### src/rtl/z80_io_pkg.sv
// Shared port codes and default ROM bank values for the Z80 I/O decoder.
package z80_io_pkg;

  localparam logic [4:0] PORT_CMD       = 5'h00;
  localparam logic [4:0] PORT_YM        = 5'h04;
  localparam logic [4:0] PORT_YM_MASK   = 5'h1C;
  localparam logic [4:0] PORT_NMI_EN    = 5'h08;
  localparam logic [4:0] PORT_NMI_DIS   = 5'h18;
  localparam logic [4:0] PORT_BANK_BASE = 5'h08;
  localparam logic [4:0] PORT_REPLY     = 5'h0C;

  localparam logic [7:0] BANK0_DEF = 8'h1E;
  localparam logic [7:0] BANK1_DEF = 8'h0E;
  localparam logic [7:0] BANK2_DEF = 8'h06;
  localparam logic [7:0] BANK3_DEF = 8'h02;

  // Bank ports occupy 0x08..0x0B; the low two bits select the bank.
  function automatic logic is_bank_port(input logic [4:0] port);
    return (port & 5'h1C) == PORT_BANK_BASE;
  endfunction

endpackage

### src/rtl/z80_io_ctrl_edge_det.sv
// Registered single-edge detector; the history register resets to RST_VAL so
// releasing reset never produces a spurious edge.
module edge_det #(
  parameter logic RISE    = 1'b1,
  parameter logic RST_VAL = 1'b0
) (
  input  logic clk_i,
  input  logic rst_i,
  input  logic d_i,
  output logic edge_o
);

  logic d_q;

  always_ff @(posedge clk_i or posedge rst_i) begin
    if (rst_i) d_q <= RST_VAL;
    else       d_q <= d_i;
  end

  assign edge_o = RISE ? (d_i & ~d_q) : (~d_i & d_q);

endmodule

### src/rtl/z80_io_ctrl.sv
// Z80-side I/O decode for the NeoGeo sound CPU: latch strobes, YM2610 select,
// ROM bank registers and NMI generation from the 68k command write.
module z80_io_ctrl
  import z80_io_pkg::*;
#(
  parameter logic [7:0] BANK0_RST = BANK0_DEF,
  parameter logic [7:0] BANK1_RST = BANK1_DEF,
  parameter logic [7:0] BANK2_RST = BANK2_DEF,
  parameter logic [7:0] BANK3_RST = BANK3_DEF
) (
  input  logic        CLK,
  input  logic        RESET,
  input  logic [15:0] SDA,
  input  logic        nIORQ,
  input  logic        nRD,
  input  logic        nWR,
  input  logic        nM1,
  input  logic        nSDW,
  output logic        nSDZ80R,
  output logic        nSDZ80W,
  output logic        nSDZ80CLR,
  output logic        nZ80NMI,
  output logic        YM_CS,
  output logic [1:0]  YM_A,
  output logic [7:0]  BANK0,
  output logic [7:0]  BANK1,
  output logic [7:0]  BANK2,
  output logic [7:0]  BANK3
);

  logic [4:0] port;
  logic       io_rd, io_wr;
  logic       dec_cmd_rd, dec_cmd_clr, dec_reply, dec_ym;
  logic       dec_nmi_en, dec_nmi_dis, dec_bank;
  logic       sdw_rise, cmd_rd_rise, nmi_en_rise, nmi_dis_rise, bank_rise;
  logic       unused_sda_mirror;

  logic       nsdz80r_q, nsdz80w_q, nsdz80clr_q, nz80nmi_q, ym_cs_q;
  logic [1:0] ym_a_q;
  logic       nmi_en_q, nmi_en_d;
  logic       nmi_pend_q, nmi_pend_d;
  logic [3:0][7:0] bank_q, bank_d;

  assign port  = SDA[4:0];
  assign io_rd = ~nIORQ & ~nRD & nM1;
  assign io_wr = ~nIORQ & ~nWR & nM1;
  assign unused_sda_mirror = ^SDA[7:5];

  assign dec_cmd_rd  = io_rd & (port == PORT_CMD);
  assign dec_cmd_clr = io_wr & (port == PORT_CMD);
  assign dec_reply   = io_wr & (port == PORT_REPLY);
  assign dec_ym      = (io_rd | io_wr) & ((port & PORT_YM_MASK) == PORT_YM);
  assign dec_nmi_en  = io_wr & (port == PORT_NMI_EN);
  assign dec_nmi_dis = io_wr & (port == PORT_NMI_DIS);
  assign dec_bank    = io_rd & is_bank_port(port);

  // nSDW idles high; its rising edge marks the end of the 68k command write.
  edge_det #(.RISE(1'b1), .RST_VAL(1'b1)) u_sdw (
    .clk_i(CLK), .rst_i(RESET), .d_i(nSDW), .edge_o(sdw_rise)
  );
  edge_det #(.RISE(1'b1), .RST_VAL(1'b0)) u_cmd_rd (
    .clk_i(CLK), .rst_i(RESET), .d_i(dec_cmd_rd), .edge_o(cmd_rd_rise)
  );
  edge_det #(.RISE(1'b1), .RST_VAL(1'b0)) u_nmi_en (
    .clk_i(CLK), .rst_i(RESET), .d_i(dec_nmi_en), .edge_o(nmi_en_rise)
  );
  edge_det #(.RISE(1'b1), .RST_VAL(1'b0)) u_nmi_dis (
    .clk_i(CLK), .rst_i(RESET), .d_i(dec_nmi_dis), .edge_o(nmi_dis_rise)
  );
  edge_det #(.RISE(1'b1), .RST_VAL(1'b0)) u_bank (
    .clk_i(CLK), .rst_i(RESET), .d_i(dec_bank), .edge_o(bank_rise)
  );

  always_comb begin
    nmi_en_d   = nmi_en_q;
    nmi_pend_d = nmi_pend_q;
    bank_d     = bank_q;
    if (nmi_en_rise)       nmi_en_d = 1'b1;
    else if (nmi_dis_rise) nmi_en_d = 1'b0;
    // A new command arriving while the old one is read back must not be lost.
    if (sdw_rise)          nmi_pend_d = 1'b1;
    else if (cmd_rd_rise)  nmi_pend_d = 1'b0;
    if (bank_rise)         bank_d[port[1:0]] = SDA[15:8];
  end

  always_ff @(posedge CLK or posedge RESET) begin
    if (RESET) begin
      nsdz80r_q   <= 1'b1;
      nsdz80w_q   <= 1'b1;
      nsdz80clr_q <= 1'b1;
      nz80nmi_q   <= 1'b1;
      ym_cs_q     <= 1'b0;
      ym_a_q      <= 2'b00;
      nmi_en_q    <= 1'b0;
      nmi_pend_q  <= 1'b0;
      bank_q      <= {BANK3_RST, BANK2_RST, BANK1_RST, BANK0_RST};
    end else begin
      nsdz80r_q   <= ~dec_cmd_rd;
      nsdz80w_q   <= ~dec_reply;
      nsdz80clr_q <= ~dec_cmd_clr;
      nz80nmi_q   <= ~(nmi_pend_q & nmi_en_q);
      ym_cs_q     <= dec_ym;
      ym_a_q      <= SDA[1:0];
      nmi_en_q    <= nmi_en_d;
      nmi_pend_q  <= nmi_pend_d;
      bank_q      <= bank_d;
    end
  end

  assign nSDZ80R   = nsdz80r_q;
  assign nSDZ80W   = nsdz80w_q;
  assign nSDZ80CLR = nsdz80clr_q;
  assign nZ80NMI   = nz80nmi_q;
  assign YM_CS     = ym_cs_q;
  assign YM_A      = ym_a_q;
  assign BANK0     = bank_q[0];
  assign BANK1     = bank_q[1];
  assign BANK2     = bank_q[2];
  assign BANK3     = bank_q[3];

endmodule

### config.mk
export PLATFORM = sky130hd
export DESIGN_NAME = z80_io_ctrl
export DESIGN_NICKNAME = d
export VERILOG_FILES = /design/src/rtl/z80_io_pkg.sv /design/src/rtl/z80_io_ctrl_edge_det.sv /design/src/rtl/z80_io_ctrl.sv
export SDC_FILE = /design/constraint.sdc
export NUM_CORES = 1
export LEC_CHECK = 0
export BUFFER_PORTS_ARGS = -buffer_cell sky130_fd_sc_hd__buf_2
export CAP_MARGIN = 15
export CELL_PAD_IN_SITES_DETAIL_PLACEMENT = 0
export CELL_PAD_IN_SITES_GLOBAL_PLACEMENT = 1
export CORE_ASPECT_RATIO = 1.75
export CORE_MARGIN = 5
export CORE_UTILIZATION = 41
export CTS_BUF_LIST = sky130_fd_sc_hd__clkbuf_2 sky130_fd_sc_hd__clkbuf_4 sky130_fd_sc_hd__clkbuf_8
export CTS_CLUSTER_SIZE = 25
export DETAILED_ROUTE_END_ITERATION = 8
export PLACE_DENSITY = 0.91
export SYNTH_ARGS = -nofsm -noshare
export SYNTH_HDL_FRONTEND = slang
export SYNTH_HIERARCHICAL = 1
export SYNTH_SLANG_ARGS = --single-unit
### constraint.sdc
create_clock -name CLK -period 2 [get_ports CLK]
set_clock_uncertainty 0.2 [all_clocks]
set_input_delay 0.1 -clock CLK [delete_from_list [all_inputs] [get_ports CLK]]
set_output_delay 0.1 -clock CLK [all_outputs]
set_load 0.02 [all_outputs]
==> impl_metrics.json, run 1 <==
{
  "crit_chain": "dlygate4sd3_1, buf_2, nor3_4, nor2b_4, nor3b_4, buf_4, mux2_2",
  "ant_nets": 0,
  "cts.sinks": 46,
  "drt_iter0_drc": 6,
  "grt_pass1_vias": 1380,
  "tightestPinTransition_ns": 0.5056,
  "crit-reg2reg-launch": "u_bank/d_q$_DFF_PP0_",
  "cap_violations": 0,
  "die_w_um": 60.48,
  "place_hpwl_um": 2870,
  "reg2reg_depth": 4,
  "slew_headroom_pct": 66.30,
  "arrival_ns": 1.90,
  "fp.dieArea_um2": 5947,
  "ys_async_sr_fraction_pct": 100.0,
  "final_util_pct": 60.06,
  "crit_required_ns": 1.98,
  "powerDensity_nw_per_um2": 731.0,
  "num_vias": 1278,
  "portBuffers": 58,
  "wl_um": 4167,
  "ys_types": 25,
  "synth_ff_type": "dfrtp_1",
  "timing_worst_setup_path_type": "primary input to flip-flop",
  "synth_edf_count": 0,
  "startpoint": "nRD",
  "drt_first_pass_iters": 3,
  "r2r_end": "BANK0[6]$_DFFE_PP0P_",
  "gp_congestion": 0.7122,
  "ir_worst_vdd_mv": 0.6080,
  "design.core.area_um2": 4364,
  "leakagePower_nw": 1.352,
  "post-route-drc-count": 0,
  "critPathMaxStageDelay_ns": 0.55,
  "rrSetupSlack_ns": 0.40,
  "avgSynthCellArea_um2": 15.49,
  "ys_seq_area_share_pct": 64.00,
  "grt_pass1_wl_um": 6741,
  "synth_seq_cells": 46,
  "hp-class": "primary input to asynchronous set/reset pin",
  "fin_nets": 238,
  "critPathCaptureType": "flip-flop",
  "path_max_fanout": 4,
  "clkTransAtPathRegs_ns": 0.08,
  "final_cell_count_no_fill": 267,
  "finalSetupViolCount": 0,
  "status": "finished, final reports clean",
  "grt_use_total_pct": 15.36,
  "wl_per_cell_um": 15.61,
  "worst_path_max_delay_cell": "dlygate4sd3_1",
  "min_period_ns": 1.921,
  "drv_slew": 0,
  "cts_setup_buffers": 0,
  "critPathBufInv": 3,
  "overflow": 0,
  "syn-cell-area_um2": 1828,
  "area.growth.synth_to_final_pct": 43.39,
  "timing.fmax_mhz": 520.5,
  "cts_tree": "done",
  "yosysWarnings": 6,
  "clock_latency_ns": 0.29,
  "dp_cells": 234,
  "cp.depth": 7,
  "io_pins": 62,
  "h-tree-depth": 2,
  "clockBufferDepth": 2,
  "start_util_pct": 41.89,
  "drive_gt1_share_pct": 62.96,
  "setup_tns_ns": 0,
  "synth_nets": 141,
  "post_drt_via_cell_ratio": 4.787,
  "timing.final.crit_share_pct": 96.07,
  "numCtsBuffers": 5,
  "crit_end": "BANK0[6]$_DFFE_PP0P_",
  "hold_viol": 0,
  "cp_top_family": "buffers and inverters",
  "whs_ns": 0.02328,
  "synthCells": 118,
  "fp-row-count": 32,
  "worst_setup_path_start_kind": "primary input",
  "grt_max_degree": 42,
  "antenna_found_initial": 0,
  "antennaDiodeCount": 0,
  "power.total_mw": 1.916,
  "dieHeight_um": 98.33,
  "cts-root-buf": "clkbuf_8"
}
==> registers in the layout, summed over array words and instances, names as in the netlist, 2 cells and up <==
| register | count |
|---|---|
| BANK0 | 8 |
| BANK2 | 8 |
| BANK3 | 8 |
| YM_A | 2 |
| BANK1 | 8 |
==> tightest hold or removal path: stages <==
cell and delay (ns):
dlygate4sd3_1 0.53, buf_2 0.15, inv_1 0.06
==> per-stage QoR <==
step / setup WS (ns) / cell area [µm²]
floorplan: 0.04426 / 1833
global placement: -0.07581 / 2255
detailed placement: -0.1191 / 2255
CTS: 0.04519 / 2600
global route: -0.02547 / 2621
finish: 0.07868 / 2621
==> layer usage <==
metal	wire length, µm	up-vias	global-route usage (%)	share of wire [%]
met5	0	-	0	0
met3	253	6	3.968	6.1
met2	2463	36	29.83	59
met1	1386	636	14.55	33
li1	-	600	-	-
met4	63	0	5.008	1.5
==> report_power, final <==
| group | switching (mW) | internal, mW |
|---|---|---|
| Combinational | 0.168 | 0.133 |
| Sequential | 0.0279 | 1.01 |
| Clock | 0.288 | 0.292 |
==> cell type report <==
class / instances / area [µm²]
repair buffers: 92 / 624.3
fillers: 355 / 1743
flip-flops and latches: 46 / 1170
inverters: 8 / 30.03
clock buffers: 7 / 90.09
clock inverters: 1 / 5.005
well taps: 51 / 63.81
multi-input cells: 62 / 638.1
==> placed cells by master (no fill, tap or decap), drive strengths merged <==
master	Yosys	routed
and3	1	1
nor3b	3	3
nand4	1	1
nand2	1	1
inv	8	8
nor4bb	1	1
nand3b	3	3
a21o	2	2
nand3	3	3
a21oi	1	1
buf	2	67
dlygate4sd3	0	25
or3b	2	2
nor2	1	1
nor2b	6	6
nor3	2	2
clkbuf	0	7
dfstp	15	15
mux2	32	32
dfrtp	31	31
nor4	2	2
clkinv	0	1
nand2b	1	1
==> Yosys cell counts (2+ instances only) <==
cell type / n / area, µm²
mux2_2: 32 / 360.4
dfrtp_1: 31 / 775.7
dfstp_2: 15 / 394.1
inv_1: 8 / 30.03
nor2b_4: 5 / 68.82
a21o_1: 2 / 15.01
nand3_1: 2 / 10.01
nand3b_2: 2 / 22.52
nor3_1: 2 / 10.01
nor3b_1: 2 / 15.01
nor4_1: 2 / 12.51
or3b_2: 2 / 17.52
==> worst min path at each step <==
| stage | startpoint | endpoint | slack (ns) | depth (start not counted) |
|---|---|---|---|---|
| 2_1_floorplan | RESET | u_bank/d_q$_DFF_PP0_ | -0.37 | 1 |
| 3_3_place_gp | RESET | u_cmd_rd/d_q$_DFF_PP0_ | -0.22 | 2 |
| 4_1_cts | RESET | u_nmi_en/d_q$_DFF_PP0_ | 0.01 | 3 |
| 3_5_place_dp | RESET | u_cmd_rd/d_q$_DFF_PP0_ | -0.21 | 2 |
| 5_1_grt | RESET | u_cmd_rd/d_q$_DFF_PP0_ | 0.04 | 3 |
| 6_report | RESET | u_nmi_en/d_q$_DFF_PP0_ | 0.02 | 3 |
==> cells by family (layout without fill, tap and decap cells) <==
family                 Yosys count  count (layout)  synth area share (%)
muxes                           32              32                 19.71
AOI/OAI and AO/OA                3               3                 1.095
and+or+nand+nor                 27              27                 12.87
DFF                             46              46                 64.00
buffers and inverters           10             108                 2.327
==> timing repair <==
item | 4_1_cts | 5_1_grt
resized for setup | 0 | 4
hold endpoints to repair | 76 | 0
endpoints found under the setup margin | 0 | 16
hold buffers | 25 | 0
No activity file was read; power rests on OpenSTA's default activity.
==> run 2: changes to the inputs <==
--- a/config.mk
+++ b/config.mk
@@ -5,7 +5,7 @@
 export SDC_FILE = /design/constraint.sdc
 export NUM_CORES = 1
 export LEC_CHECK = 0
-export BUFFER_PORTS_ARGS = -buffer_cell sky130_fd_sc_hd__buf_2
+export BUFFER_PORTS_ARGS = -buffer_cell sky130_fd_sc_hd__buf_4
 export CAP_MARGIN = 15
 export CELL_PAD_IN_SITES_DETAIL_PLACEMENT = 0
 export CELL_PAD_IN_SITES_GLOBAL_PLACEMENT = 1
==> constraint.sdc (replaced) <==
create_clock -name CLK -period 2 [get_ports CLK]
set_clock_uncertainty 0.2 [all_clocks]
set_input_delay 0.4 -clock CLK [delete_from_list [all_inputs] [get_ports CLK]]
set_output_delay 0.4 -clock CLK [all_outputs]
set_load 0.02 [all_outputs]
==> impl_metrics.json, run 2 (synthesis gave the netlist of run 1 again) <==
{
  "drv_slew": 0,
  "top_layer": "met4",
  "wl_per_cell_um": 16.33,
  "final_common_cell": "buf_4",
  "die_w_um": 60.48,
  "antennaDiodeCount": 0,
  "dr_wl_met2_um": 2246,
  "cap_violations": 0,
  "portBuffers": 58,
  "hold_viol": 0,
  "slew_headroom_pct": 69.68,
  "rsz0062_at_grt": "true",
  "whs_ns": 0.03063,
  "cts-root-buf": "clkbuf_8",
  "grt_use_total_pct": 14.96,
  "fp-row-count": 32,
  "p_clk_share_pct": 29.3,
  "design.core.area_um2": 4364,
  "worst_setup_path_start_kind": "primary input",
  "grt_pass1_vias": 1336,
  "wl_met1_um": 1412,
  "post_dp_cell_area_um2": 2414,
  "hp-class": "primary input to flip-flop",
  "final_util_pct": 58.60,
  "gp_congestion": 0.7429,
  "fp.dieArea_um2": 5947,
  "setup_slack_ns": 0.05130,
  "clock_latency_ns": 0.29,
  "place_hpwl_um": 3131,
  "dieHeight_um": 98.33,
  "fin_nets": 215,
  "switching_share_pct": 24.52,
  "post-route-drc-count": 0,
  "finalSetupViolCount": 0,
  "timing.fmax_mhz": 513.2,
  "fill_cells": 358,
  "h-tree-depth": 2,
  "start_util_pct": 41.89,
  "cts_setup_buffers": 0,
  "timing.final.crit_share_pct": 97.44,
  "clockBufferDepth": 2,
  "io_pins": 62,
  "timing_worst_setup_path_type": "primary input to flip-flop",
  "wl_met3_um": 252,
  "pwr-share-comb_pct": 17.1,
  "grt_max_degree": 32,
  "power.total_mw": 1.938,
  "final_cell_count_no_fill": 244,
  "dp_cells": 235,
  "overflow": 0,
  "drt_first_pass_iters": 4,
  "powerDensity_nw_per_um2": 757.8,
  "critPathCaptureType": "flip-flop",
  "crit_required_ns": 1.97,
  "wl_um": 3985,
  "ir_worst_vdd_mv": 0.6438,
  "rrSetupSlack_ns": 0.48,
  "arrival_ns": 1.92,
  "ant_nets": 0,
  "clkTransAtPathRegs_ns": 0.07,
  "pre_cts_ws_ns": -0.3373,
  "drt_iter0_drc": 4,
  "cts.sinks": 46,
  "num_vias": 1183,
  "final_area_um2": 2557,
  "grt_pass1_wl_um": 6686,
  "leakagePower_nw": 1.312,
  "seqPwrFrac_pct": 53.6,
  "status": "finished, final reports clean",
  "setup_tns_ns": 0,
  "tightestPinTransition_ns": 0.4507,
  "min_period_ns": 1.949,
  "post_drt_via_cell_ratio": 4.848,
  "numCtsBuffers": 5,
  "layout_common_cells": "buf_4, dfrtp_1, mux2_2, dfstp_2, inv_1",
  "drive_gt1_share_pct": 69.95,
  "p_sw_mw": 0.4753,
  "cts_tree": "done",
  "p_int_mw": 1.463,
  "area.growth.synth_to_final_pct": 39.90,
  "path_max_fanout": 4,
  "antenna_found_initial": 0
}
==> run 2: cell types whose count changed in the layout (fill, tap and decap cells not counted), sizes merged <==
cell	change
dlygate4sd3	-24
buf	+1
==> run 2: worst max-delay path, cell delays in order <==
cell and delay, ns:
buf_4 0.11, or3b_4 0.41, nor3_4 0.14, nor2b_4 0.17, nor3b_4 0.21, buf_6 0.15, mux2_2 0.33
==> run 2: layer usage <==
metal  vias up  global-route usage [%]
li1        553                       -
met1       582                   17.26
met2        40                   25.67
met3         8                   4.233
met4         0                   5.175
met5         -                       0
==> run 2: area by class of cell <==
| cell class | instances | area [µm²] | area share [%] |
|---|---|---|---|
| flip-flops and latches | 46 | 1170 | 45.74 |
| clock buffers | 7 | 90.09 | 3.523 |
| multi-input cells | 62 | 661.9 | 25.88 |
| well taps | 51 | 63.81 | 2.495 |
| clock inverters | 1 | 5.005 | 0.1957 |
| repair buffers | 69 | 536.8 | 20.99 |
| inverters | 8 | 30.03 | 1.174 |
==> run 2: timing repair <==
item                       CTS  global route
hold buffers                 1             0
resized for setup            1             5
setup endpoints to repair   10            20
gates cloned                 0             0
hold endpoints to repair     8             0
==> run 2: worst paths after layout <==
kind | start | end | cells after the start
hold reg to reg | nmi_en_q$_DFFE_PP0P_ | nZ80NMI$_DFF_PP1_ | 1
setup reg to reg | u_bank/d_q$_DFF_PP0_ | BANK0[0]$_DFFE_PP0P_ | 4
setup / recovery | SDA[2] | BANK0[0]$_DFFE_PP0P_ | 7
min in group asynchronous | RESET | u_cmd_rd/d_q$_DFF_PP0_ | 3
max in group asynchronous | RESET | BANK0[4]$_DFFE_PP1P_ | 4
hold / removal | nSDW | u_sdw/d_q$_DFF_PP1_ | 1
==> run 2: power by group through the flow <==
stage	Clock [mW]	Sequential, mW	Combinational [mW]
6_report	0.567	1.04	0.332
3_5_place_dp	0	1.06	0.331
3_3_place_gp	0	1.05	0.319
2_1_floorplan	0	1.13	0.0870
4_1_cts	0.596	1.04	0.334
5_1_grt	0.646	1.05	0.356
==> run 3: changes to the inputs <==
--- a/config.mk
+++ b/config.mk
@@ -10,11 +10,12 @@
 export CELL_PAD_IN_SITES_DETAIL_PLACEMENT = 0
 export CELL_PAD_IN_SITES_GLOBAL_PLACEMENT = 1
 export CORE_ASPECT_RATIO = 1.75
-export CORE_MARGIN = 5
+export CORE_MARGIN = 1.5
 export CORE_UTILIZATION = 41
 export CTS_BUF_LIST = sky130_fd_sc_hd__clkbuf_2 sky130_fd_sc_hd__clkbuf_4 sky130_fd_sc_hd__clkbuf_8
 export CTS_CLUSTER_SIZE = 25
 export DETAILED_ROUTE_END_ITERATION = 8
+export HOLD_SLACK_MARGIN = 0.06
 export PLACE_DENSITY = 0.91
 export SYNTH_ARGS = -nofsm -noshare
 export SYNTH_HDL_FRONTEND = slang
==> impl_metrics.json, run 3 (synthesis gave the netlist of run 1 again) <==
{
  "finalSetupViolCount": 0,
  "antennaDiodeCount": 0,
  "fill_cells": 349,
  "rrSetupSlack_ns": 0.43,
  "arrival_ns": 1.96,
  "slew_headroom_pct": 66.07,
  "crit_required_ns": 1.98,
  "regArea_um2": 1170,
  "fin_nets": 216,
  "hold_viol": 0,
  "rsz0062_at_grt": "true",
  "leakagePower_nw": 1.296,
  "clock_latency_ns": 0.29,
  "clockBufferDepth": 2,
  "die_w_um": 53.48,
  "reg2reg_depth": 4,
  "drt_first_pass_iters": 4,
  "grt_max_degree": 31,
  "critPathCaptureType": "flip-flop",
  "cap_violations": 0,
  "post-route-drc-count": 0,
  "design.core.area_um2": 4324,
  "tightestPinTransition_ns": 0.5084,
  "fp.dieArea_um2": 4884,
  "start_util_pct": 42.27,
  "place_hpwl_um": 2880,
  "post_drt_via_cell_ratio": 4.980,
  "worstHoldStart": "SDA[0]",
  "power.total_mw": 1.940,
  "num_vias": 1220,
  "grt_pass1_wl_um": 6251,
  "gp_congestion": 0.7460,
  "io_pins": 62,
  "status": "finished, final reports clean",
  "crit-reg2reg-launch": "u_bank/d_q$_DFF_PP0_",
  "post_dp_cell_area_um2": 2406,
  "min_to": "YM_A[0]$_DFF_PP0_",
  "min_period_ns": 1.979,
  "hold_path_depth": 1,
  "final_cell_count_no_fill": 245,
  "ant_nets": 0,
  "wl_um": 3825,
  "worst_path_max_delay_cell": "or3b_4",
  "layout_common_cells": "buf_4, dfrtp_1, mux2_2, dfstp_2, inv_1",
  "final_common_cell": "buf_4",
  "wl_per_cell_um": 15.61,
  "clkTransAtPathRegs_ns": 0.09,
  "final_area_um2": 2561,
  "area.growth.synth_to_final_pct": 40.11,
  "portBuffers": 58,
  "crit_top_cell": "buf_4",
  "numCtsBuffers": 5,
  "path_max_fanout": 8,
  "critPathMaxStageDelay_ns": 0.40,
  "antenna_found_initial": 0,
  "timing.fmax_mhz": 505.4,
  "overflow": 0,
  "grt_pass1_vias": 1311,
  "timing_worst_setup_path_type": "primary input to flip-flop",
  "cts_tree": "done",
  "drt_iter0_drc": 13,
  "pre_cts_ws_ns": -0.3262,
  "crit_chain": "buf_4, or3b_4, nor3_4, nor2b_4, buf_4, nand3b_2, mux2_2",
  "setup_slack_ns": 0.02131,
  "dieHeight_um": 91.33,
  "dp_cells": 234,
  "timing.final.crit_share_pct": 98.93,
  "ir_worst_vdd_mv": 0.7425,
  "powerDensity_nw_per_um2": 757.6,
  "grt_use_total_pct": 17.58,
  "multiInputGateArea_um2": 653.1,
  "h-tree-depth": 2,
  "drv_slew": 0,
  "worst_setup_path_start_kind": "primary input",
  "r2r_end": "BANK1[5]$_DFFE_PP0P_",
  "cts.sinks": 46,
  "fp-row-count": 32,
  "cts-root-buf": "clkbuf_8",
  "drive_gt1_share_pct": 69.59,
  "hp-class": "primary input to flip-flop"
}
-- run 3: final cells by class --
type | count | share of cell area, %
tap | 51 | 2.491
sequential | 46 | 45.68
clock buffer | 5 | 2.687
multi-input combinational | 62 | 25.50
clock inverter | 3 | 0.9770
inverter | 8 | 1.172
timing repair buffer | 70 | 21.49
-- run 3: power by group --
group	internal, mW	total [mW]	switching [mW]	leakage [nW]
clock	0.252	0.570	0.318	0.0447
combinational	0.165	0.331	0.166	0.681
sequential	1.01	1.04	0.0321	0.571
total	1.42	1.94	0.516	1.30
-- run 3: through the flow --
| step | TNS (ns) | utilization (%) | hold WS (ns) |
|---|---|---|---|
| 2_1_floorplan | -1.202 | - | -0.07129 |
| 3_3_place_gp | -8.010 | 55.64 | 0.08132 |
| 3_5_place_dp | -8.896 | 55.64 | 0.08372 |
| 4_1_cts | -0.04512 | 58.28 | 0.07702 |
| 5_1_grt | -0.6503 | 59.23 | 0.07871 |
| 6_report | 0 | 59.23 | 0.09655 |
-- run 3: worst max path at each step --
stage	startpoint	end	cells after the start
3_3_place_gp	SDA[2]	BANK3[6]$_DFFE_PP0P_	7
3_5_place_dp	SDA[2]	BANK2[4]$_DFFE_PP0P_	7
2_1_floorplan	SDA[2]	BANK0[0]$_DFFE_PP0P_	5
6_report	SDA[2]	BANK1[5]$_DFFE_PP0P_	7
5_1_grt	SDA[2]	BANK3[0]$_DFFE_PP0P_	7
4_1_cts	SDA[2]	BANK2[4]$_DFFE_PP0P_	7
-- run 3: what timing repair did --
| item | CTS | global route |
|---|---|---|
| gates resized for setup | 0 | 7 |
| hold endpoints to repair | 16 | 0 |
| setup endpoints to repair | 4 | 28 |
| buffers inserted | 0 | 1 |
| gates cloned | 0 | 0 |
| hold buffers | 2 | 0 |
-- run 3: critical path, delay by kind of cell --
family                 cells  cell delay (ns)
AND/OR/NAND/NOR            4             0.95
multiplexers               1             0.36
buffers and inverters      2             0.25
-- run 3: per-layer routing --
layer	vias up	routed length (µm)	GRT usage, %
met5	-	0	0
met4	0	68	5.769
met3	7	202	3.947
met2	41	2149	30.04
met1	610	1404	21.01
li1	562	-	-
